--- src/rtl/gray_mon_pkg.sv ---
// Shared types and defaults for the Gray-code sequence monitor.
package gray_mon_pkg;

  // Default Gray/binary code width and error-counter width
  localparam int DEF_W  = 4;
  localparam int DEF_EW = 8;

  // Monitor FSM: waiting for the first sample, acquiring a direction, tracking
  typedef enum logic [1:0] {
    IDLE  = 2'd0,
    ACQ   = 2'd1,
    TRACK = 2'd2
  } state_t;

  // Classification of one sample against the previous one
  typedef enum logic [1:0] {
    HOLD = 2'd0,
    UP   = 2'd1,
    DOWN = 2'd2,
    BAD  = 2'd3
  } step_t;

endpackage

--- src/rtl/gray2bin.sv ---
// Combinational Gray-to-binary converter.
module gray2bin #(
  parameter int W = 4
) (
  input  logic [W-1:0] i_gray,
  output logic [W-1:0] o_bin
);

  // Binary bit i is the XOR of all Gray bits from i up to the MSB
  for (genvar i = 0; i < W; i++) begin : g_bit
    assign o_bin[i] = ^(i_gray >> i);
  end

endmodule

--- src/rtl/gray_seq_monitor.sv ---
// Watches a Gray-coded counter, locks onto its count direction and flags
// illegal transitions, keeping a saturating count of them.
module gray_seq_monitor
  import gray_mon_pkg::*;
#(
  parameter int W  = DEF_W,
  parameter int EW = DEF_EW
) (
  input  logic          CLK,
  input  logic          RST,
  input  logic          EN,
  input  logic [W-1:0]  GIN,
  input  logic          CLR_ERR,
  output logic [W-1:0]  BIN,
  output logic          DIR,
  output logic          LOCKED,
  output logic          STEP,
  output logic          WRAP,
  output logic          ERR,
  output logic [EW-1:0] ERR_CNT
);

  localparam logic [W-1:0]  BIN_MAX = {W{1'b1}};
  localparam logic [EW-1:0] CNT_MAX = {EW{1'b1}};
  localparam logic [W-1:0]  ONE_W   = {{(W-1){1'b0}}, 1'b1};
  localparam logic [EW-1:0] ONE_EW  = {{(EW-1){1'b0}}, 1'b1};

  state_t      r_state, w_state_nxt;
  step_t       w_cls;
  logic [W-1:0] w_new_bin;
  logic [W-1:0] w_diff;
  logic [W-1:0] r_bin;        // last sampled binary value; also serves as prev_bin
  logic        r_dir, w_dir_nxt;
  logic        r_step, r_wrap, r_err;
  logic        w_step_nxt, w_wrap_nxt, w_err_nxt;
  logic        w_bin_upd;
  logic        w_cross;
  logic [EW-1:0] r_err_cnt;

  gray2bin #(.W(W)) u_gray2bin (
    .i_gray (GIN),
    .o_bin  (w_new_bin)
  );

  assign w_diff = w_new_bin - r_bin;

  // Classify the modular distance between the new and previous value
  always_comb begin
    w_cls = BAD;
    if (w_diff == '0)
      w_cls = HOLD;
    else if (w_diff == ONE_W)
      w_cls = UP;
    else if (w_diff == BIN_MAX)
      w_cls = DOWN;
  end

  // A valid step crosses the boundary when it leaves 2^W-1 upward or 0 downward
  assign w_cross = ((w_cls == UP) && (r_bin == BIN_MAX)) ||
                   ((w_cls == DOWN) && (r_bin == '0));

  // FSM state register
  always_ff @(posedge CLK or negedge RST) begin
    if (!RST)
      r_state <= IDLE;
    else
      r_state <= w_state_nxt;
  end

  // Next-state, direction and pulse decode for the current sample
  always_comb begin
    w_state_nxt = r_state;
    w_dir_nxt   = r_dir;
    w_step_nxt  = 1'b0;
    w_wrap_nxt  = 1'b0;
    w_err_nxt   = 1'b0;
    w_bin_upd   = 1'b0;
    if (EN) begin
      w_bin_upd = 1'b1;
      case (r_state)
        IDLE: begin
          w_state_nxt = ACQ;
        end
        ACQ: begin
          case (w_cls)
            HOLD: ;
            UP, DOWN: begin
              w_dir_nxt   = (w_cls == DOWN);
              w_step_nxt  = 1'b1;
              w_wrap_nxt  = w_cross;
              w_state_nxt = TRACK;
            end
            default: w_err_nxt = 1'b1;
          endcase
        end
        TRACK: begin
          case (w_cls)
            HOLD: ;
            UP, DOWN: begin
              // A step against the locked direction means the lock was wrong
              if ((w_cls == DOWN) == r_dir) begin
                w_step_nxt = 1'b1;
                w_wrap_nxt = w_cross;
              end else begin
                w_err_nxt   = 1'b1;
                w_state_nxt = ACQ;
              end
            end
            default: begin
              w_err_nxt   = 1'b1;
              w_state_nxt = ACQ;
            end
          endcase
        end
        default: w_state_nxt = IDLE;
      endcase
    end
  end

  // Sampled value, direction and one-cycle pulses
  always_ff @(posedge CLK or negedge RST) begin
    if (!RST) begin
      r_bin  <= '0;
      r_dir  <= 1'b1;
      r_step <= 1'b0;
      r_wrap <= 1'b0;
      r_err  <= 1'b0;
    end else begin
      if (w_bin_upd)
        r_bin <= w_new_bin;
      r_dir  <= w_dir_nxt;
      r_step <= w_step_nxt;
      r_wrap <= w_wrap_nxt;
      r_err  <= w_err_nxt;
    end
  end

  // Saturating error counter; a clear that coincides with a new error leaves 1
  always_ff @(posedge CLK or negedge RST) begin
    if (!RST)
      r_err_cnt <= '0;
    else if (CLR_ERR)
      r_err_cnt <= w_err_nxt ? ONE_EW : '0;
    else if (w_err_nxt && (r_err_cnt != CNT_MAX))
      r_err_cnt <= r_err_cnt + ONE_EW;
  end

  assign BIN     = r_bin;
  assign DIR     = r_dir;
  assign LOCKED  = (r_state == TRACK);
  assign STEP    = r_step;
  assign WRAP    = r_wrap;
  assign ERR     = r_err;
  assign ERR_CNT = r_err_cnt;

endmodule

--- config.mk ---
export PLATFORM = sky130hd
export DESIGN_NAME = gray_seq_monitor
export DESIGN_NICKNAME = d
export VERILOG_FILES = /design/src/rtl/gray_mon_pkg.sv /design/src/rtl/gray2bin.sv /design/src/rtl/gray_seq_monitor.sv
export SDC_FILE = /design/constraint.sdc
export NUM_CORES = 1
export LEC_CHECK = 0
export ABC_CLOCK_PERIOD_IN_PS = 3200
export CAP_MARGIN = 30
export CORE_UTILIZATION = 46
export DETAILED_ROUTE_END_ITERATION = 8
export HOLD_SLACK_MARGIN = 0.12
export MAX_ROUTING_LAYER = met4
export PLACE_DENSITY = 0.8
export SLEW_MARGIN = 10
export SYNTH_ARGS = -nofsm -noshare
export SYNTH_HDL_FRONTEND = slang
export SYNTH_SLANG_ARGS = --single-unit
--- constraint.sdc ---
create_clock -name CLK -period 3.2 [get_ports CLK]
set_input_delay 0.64 -clock CLK [delete_from_list [all_inputs] [get_ports CLK]]
set_output_delay 0.64 -clock CLK [all_outputs]
set_load 0.05 [all_outputs]
# Yosys cells after proc, flatten, opt, wreduce, memory -nomap -nowiden
# Index checks and enable logic that the tools add are counted.
[classes]
addsub = 2
n_eq_ne = 12
n_mux = 26
n_reduce_logical = 17
[op_table]
columns = ["cell", "n"]
rows = [
  ["$mux 8", 2],
  ["$reduce_xor 4->1", 4],
  ["$mux 1", 14],
  ["$add 8x1->8 const B", 1],
  ["$eq 4x4->1 const B", 2],
  ["$logic_not 4->1", 2],
  ["$mux 2", 4],
  ["$ne 8x8->1 const B", 1],
  ["$pmux 1 s2", 4],
  ["$pmux 2 s3", 1],
  ["$eq 2x1->1 const B", 2],
  ["$eq 2x2->1 const B", 2],
  ["$eq 4x1->1 const B", 1],
  ["$logic_not 2->1", 2],
  ["$ne 2x2->1 const B", 2],
  ["$pmux 2 s2", 1],
  ["$reduce_and 4->1", 1],
  ["$sub 4x4->4", 1],
  ["$logic_and 1x1->1", 3],
  ["$ne 3x3->1 const B", 1],
  ["$reduce_and 3->1", 1],
  ["$reduce_or 3->1", 1],
  ["$reduce_bool 2->1", 1],
  ["$reduce_or 2->1", 1],
  ["2 further kinds", 2],
]
[word_totals]
ff_bits = 18
in_bits = 8
out_inout_bits = 17
elab_cells = 64

# Longest topological paths before layout
[depth]
word_depth = 15
mapped_depth = 17
depth_no_buf = 17

# By module
# Synthesis repeated with hierarchy kept, for this count alone.
[hier_totals]
cells_unflattened = 133
area_unflattened_um2 = 1243.7
[modules_own_cells]
columns = ["module", "instances", "cells_per_inst", "area_each_um2", "seq_area_each_um2"]
rows = [
  ["gray_seq_monitor", 1, 128, 1193.6, 451.7],
  ["gray2bin", 1, 5, 50.0, 0.0],
]

# Least setup slack after synthesis
# OpenSTA, ideal clock, no wires.
[synth_path]
kind = "input to register"
start = "in GIN[2]"
end = "reg r_err_cnt[5] (netlist: ERR_CNT[5])"
setup_time_ns = 0.128
arrival_time_ns = 3.739
required_ns = 3.072
slack_ns = -0.666
cell_stages = 16
path_buffers = 0
cell_sequence = "xnor2_1 xnor2_1 xnor2_1 ha_1 inv_1 fa_1 xor2_1 nor3b_1 nand2_1 o21a_1 ha_1 nand2_1 nor2_1 a211oi_4 nor4b_1 mux2_1"
[synth_between]
elab_chain_cells = 14
word_cells_on_any_way = 23
classes_between = "add/sub (1); eq/ne (5); mux (8); reduce/logical (9)"
[synth_lines]
columns = ["element", "line_no", "rtl"]
rows = [
  ["start, declared", "gray_seq_monitor.sv:12", "input logic [W-1:0] GIN,"],
  ["$reduce_xor 4->1 (*)", "gray2bin.sv:11", "assign o_bin[i] = ^(i_gray >> i);"],
  ["via u_gray2bin.o_bin[1]", "gray2bin.sv:6", "output logic [W-1:0] o_bin"],
  ["$sub 4x4->4 (*)", "gray_seq_monitor.sv:45", "assign w_diff = w_new_bin - r_bin;"],
  ["$eq 4x4->1", "gray_seq_monitor.sv:54", "else if (w_diff == BIN_MAX)"],
  ["$mux 1", "gray_seq_monitor.sv:54", ""],
  ["$mux 2", "gray_seq_monitor.sv:52", "else if (w_diff == ONE_W)"],
  ["$mux 2 (*)", "gray_seq_monitor.sv:50", "if (w_diff == '0)"],
  ["$eq 2x2->1", "gray_seq_monitor.sv:85, gray_seq_monitor.sv:97, gray_seq_monitor.sv:101", ""],
  ["$eq 1x1->1", "gray_seq_monitor.sv:101", "if ((w_cls == DOWN) == r_dir) begin"],
  ["$mux 1", "gray_seq_monitor.sv:101", ""],
  ["$pmux 1 s2", "gray_seq_monitor.sv:97", "case (w_cls)"],
  ["$pmux 1 s2 (*)", "gray_seq_monitor.sv:80", "case (r_state)"],
  ["$mux 1 (*)", "gray_seq_monitor.sv:78", "if (EN) begin"],
  ["$logic_and 1x1->1 (*)", "gray_seq_monitor.sv:144", "else if (w_err_nxt && (r_err_cnt != CNT_MAX))"],
  ["$reduce_bool 2->1 (no line) (*)", "n/a", ""],
  ["end signal, assigned", "gray_seq_monitor.sv:143", "r_err_cnt <= w_err_nxt ? ONE_EW : '0;"],
  ["end signal, assigned", "gray_seq_monitor.sv:145", "r_err_cnt <= r_err_cnt + ONE_EW;"],
  ["end, declared", "gray_seq_monitor.sv:38", "logic [EW-1:0] r_err_cnt;"],
]
# Mark *: on every way through the listed nets, which the timed path passes. The rest lies on a longest branch.
# A chain may end at the register's enable or synchronous reset.

# Final worst setup path
[layout_path]
start = "in GIN[3]"
end = "reg r_err_cnt[5] (netlist: ERR_CNT[5])"
# Same word-level chain as after synthesis.

==> results.md <==
- Peak supply drop: 0.531 mV
- # DRC: 0
- Sequential area share after synthesis: 0.362
- Drt pass-1 iters: 4
- GRT Util Overall: 0.229
- Slew @ Worst Pin: 0.819 ns
- Slew Limit Fails: 0
- First-pass GRT wire length: 4620 µm
- Final period utilization: 1.04
- Main flop type after synthesis: dfrtp_1
- Max frequency: 300 MHz
- Initial antenna violation count: 0
- CP endpoint kind: register
- Yosys Warn Count: 0
- Worst EP required: 3.39 ns
- Hold crit path type: register to register
- R2R cell count: 14
- H-Tree Depth: 1
- Leakage: 0.807 nW
- Congestion Overflow GR: 0
- Worst-skew pair later-pin latency: 0.29 ns
- Initial Utilization: 0.494
- Critical path data arrival time: 3.52 ns
- Placed Area: 1710 µm²
- R2r setup slk: 0.24 ns
- Num rows: 18
- WL met1: 1240 µm
- DP Wirelength: 2180 µm
- Vias in the first global route: 1103
- Layout Skew: 0.00547 ns
- Hold Crit Depth: 1
- Setup violations, final: 11
- Nets: 200
- RSZ-0062 raised after global routing: yes
- Ratio of cells with drive above 1 in the final layout: 0.362
- Synth Cell Area: 1250 µm²
- Met2 WL: 1660 µm
- Worst r2r src: BIN[2]
- Setup ws final: -0.130 ns
- Layout overhead on the synthesized area: 51.2%
- Max incr delay on CP: 0.37 ns
- Clock buffer depth: 2
- Number of distinct library cells after synthesis: 45
- Detail Route Antenna Nets: 0
- CP Cell Sequence: buf_6 -> xnor2_4 -> xnor2_2 -> xnor2_2 -> ha_2 -> inv_2 -> fa_2 -> xor2_4 -> nor3b_4 -> nand2_2 -> o21a_1 -> ha_2 -> nand2_2 -> nor2_2 -> a211oi_4 -> nor4b_2 -> mux2_1
- Min-Delay Endpoint: ERR_CNT[4]
- Hold buffer count at CTS: 0
- Crit path buf inv count: 2
- Die Y: 54.1 µm
- Multi-input logic area: 892 µm²
- Power per cell area: 675 nW/µm²
- CTS tree: done
- Final Core Density: 0.747
- Clock transition at path regs: 0.11 ns
- Status: complete, but fails checks
- Mean Syn Cell Area: 9.66 µm²
- WL met3: 96 µm
- Wire length per cell: 14.6 µm
- Area taken by flip-flops and latches: 452 µm²
- Ys async rst share: 1.00
- Via count: 1155
- PortBufs: 24
- DR iter-0 viols: 22
- Number of inserted diodes: 0
- Boundary Pins: 25
- Leading cell types in the layout, fill and taps excluded: clkdlybuf4s50_1 (20), buf_4 (20), dfrtp_1 (17)
- Max Used Layer: met4
- Max Cap Violations: 0
- DP Worst Slack: -0.947 ns
- Gp weighted congestion: 0.820
- Total core area: 2520 µm²
- Die Wd: 54.1 µm
- Post-synth EDFFs: 0
- Final Cell Area: 1880 µm²
- #FFs+latches synth: 18
- Largest net degree at the start of global routing: 19
- Syn Nets: 151
- Delay-heaviest family, CP: adder cells
- Final hold violation count: 0
- Crit path max fanout: 5
- Final min period: 3.33 ns
- Root Driver: clkbuf_4
- CTS Sinks: 18
- DIE AREA: 2920 µm²
- Min-delay src: ERR_CNT[4]
- Critical-path top delay cell: fa_2
- Num CTS Buffers: 3
- Filler cells: 189
- Via density per instance: 5.58
- Worst Setup Path Type: input port to register
- Final Power: 1.27 mW
- Critical Path Start Type: input port
- Cells after Synth: 129
- Routed wire length: 3030 µm
- RR Endpoint: ERR_CNT[5]
- Worst rel slew slack: 0.452
- Failing checks: setup timing
metal layers:
metal / vias up / global-route usage
li1: 555 / -
met1: 568 / 0.252
met2: 30 / 0.397
met3: 2 / 0.0311
met4: 0 / 0.124
met5: - / -
where the power goes:
| part | internal, mW | switching [mW] | leakage [nW] |
|---|---|---|---|
| clock | 0.0692 | 0.0742 | 0.0210 |
| sequential | 0.267 | 0.0415 | 0.234 |
| combinational | 0.377 | 0.442 | 0.552 |
| total | 0.714 | 0.558 | 0.807 |
synth_stat cells (2+ instances only):
master	count	area [µm²]
dfrtp_1	17	425
ha_1	13	163
inv_1	13	48.8
nor2_1	10	37.5
nand2_1	9	33.8
a21oi_1	7	35.0
o21ai_0	7	35.0
nand3_1	6	30.0
nor3_1	3	15.0
xnor2_1	3	26.3
a311oi_1	2	17.5
mux2_2	2	22.5
nor2b_1	2	12.5
o311ai_0	2	17.5
o41ai_1	2	17.5
xor2_1	2	17.5
sequential cells by signal (all words and copies together) (netlist names):
register,flops
ERR_CNT,8
BIN,4
ERR,1
DIR,1
WRAP,1
r_state,2
STEP,1
kinds of logic (layout without fill, tap and decap cells):
kind of cell / Yosys count / in the layout / synth area share
AND/OR/NAND/NOR: 40 / 40 / 0.171
adder cells (fa/ha/maj): 14 / 14 / 0.147
multiplexers: 4 / 4 / 0.0351
XOR/XNOR: 7 / 7 / 0.0613
flip-flops: 18 / 18 / 0.362
buffers and inverters: 16 / 64 / 0.0492
AO/OA/AOI/OAI: 30 / 30 / 0.175
metrics by stage:
step / cells / TNS (ns) / hold WS, ns
final: 207 / -0.921 / 0.575
after floorplan: 129 / -2.45 / 0.344
after global routing: 207 / -2.38 / 0.595
after detailed placement: 196 / -11.82 / 0.550
after CTS: 207 / -1.37 / 0.565
after global placement: 196 / -9.72 / 0.540
how the worst max path moves through the flow:
stage,startpoint,to,depth (start not counted)
2_1_floorplan,GIN[3],ERR_CNT[5],16
3_3_place_gp,GIN[3],ERR_CNT[2],18
3_5_place_dp,GIN[3],ERR_CNT[2],18
4_1_cts,GIN[2],ERR_CNT[5],17
5_1_grt,GIN[3],ERR_CNT[5],17
6_report,GIN[3],ERR_CNT[5],17
layout make-up:
| class | count | share of cell area |
|---|---|---|
| multi-input combinational | 95 | 0.473 |
| inverter | 14 | 0.0279 |
| tap | 30 | 0.0199 |
| clock buffer | 4 | 0.0193 |
| timing repair buffer | 46 | 0.220 |
| sequential | 18 | 0.240 |
what timing repair did:
item,CTS,global route
gates resized for setup,29,5
setup endpoints to repair,14,14
gates cloned,0,0
setup buffers,7,1
pin swaps,13,14
(Power assumes the default switching activity.)
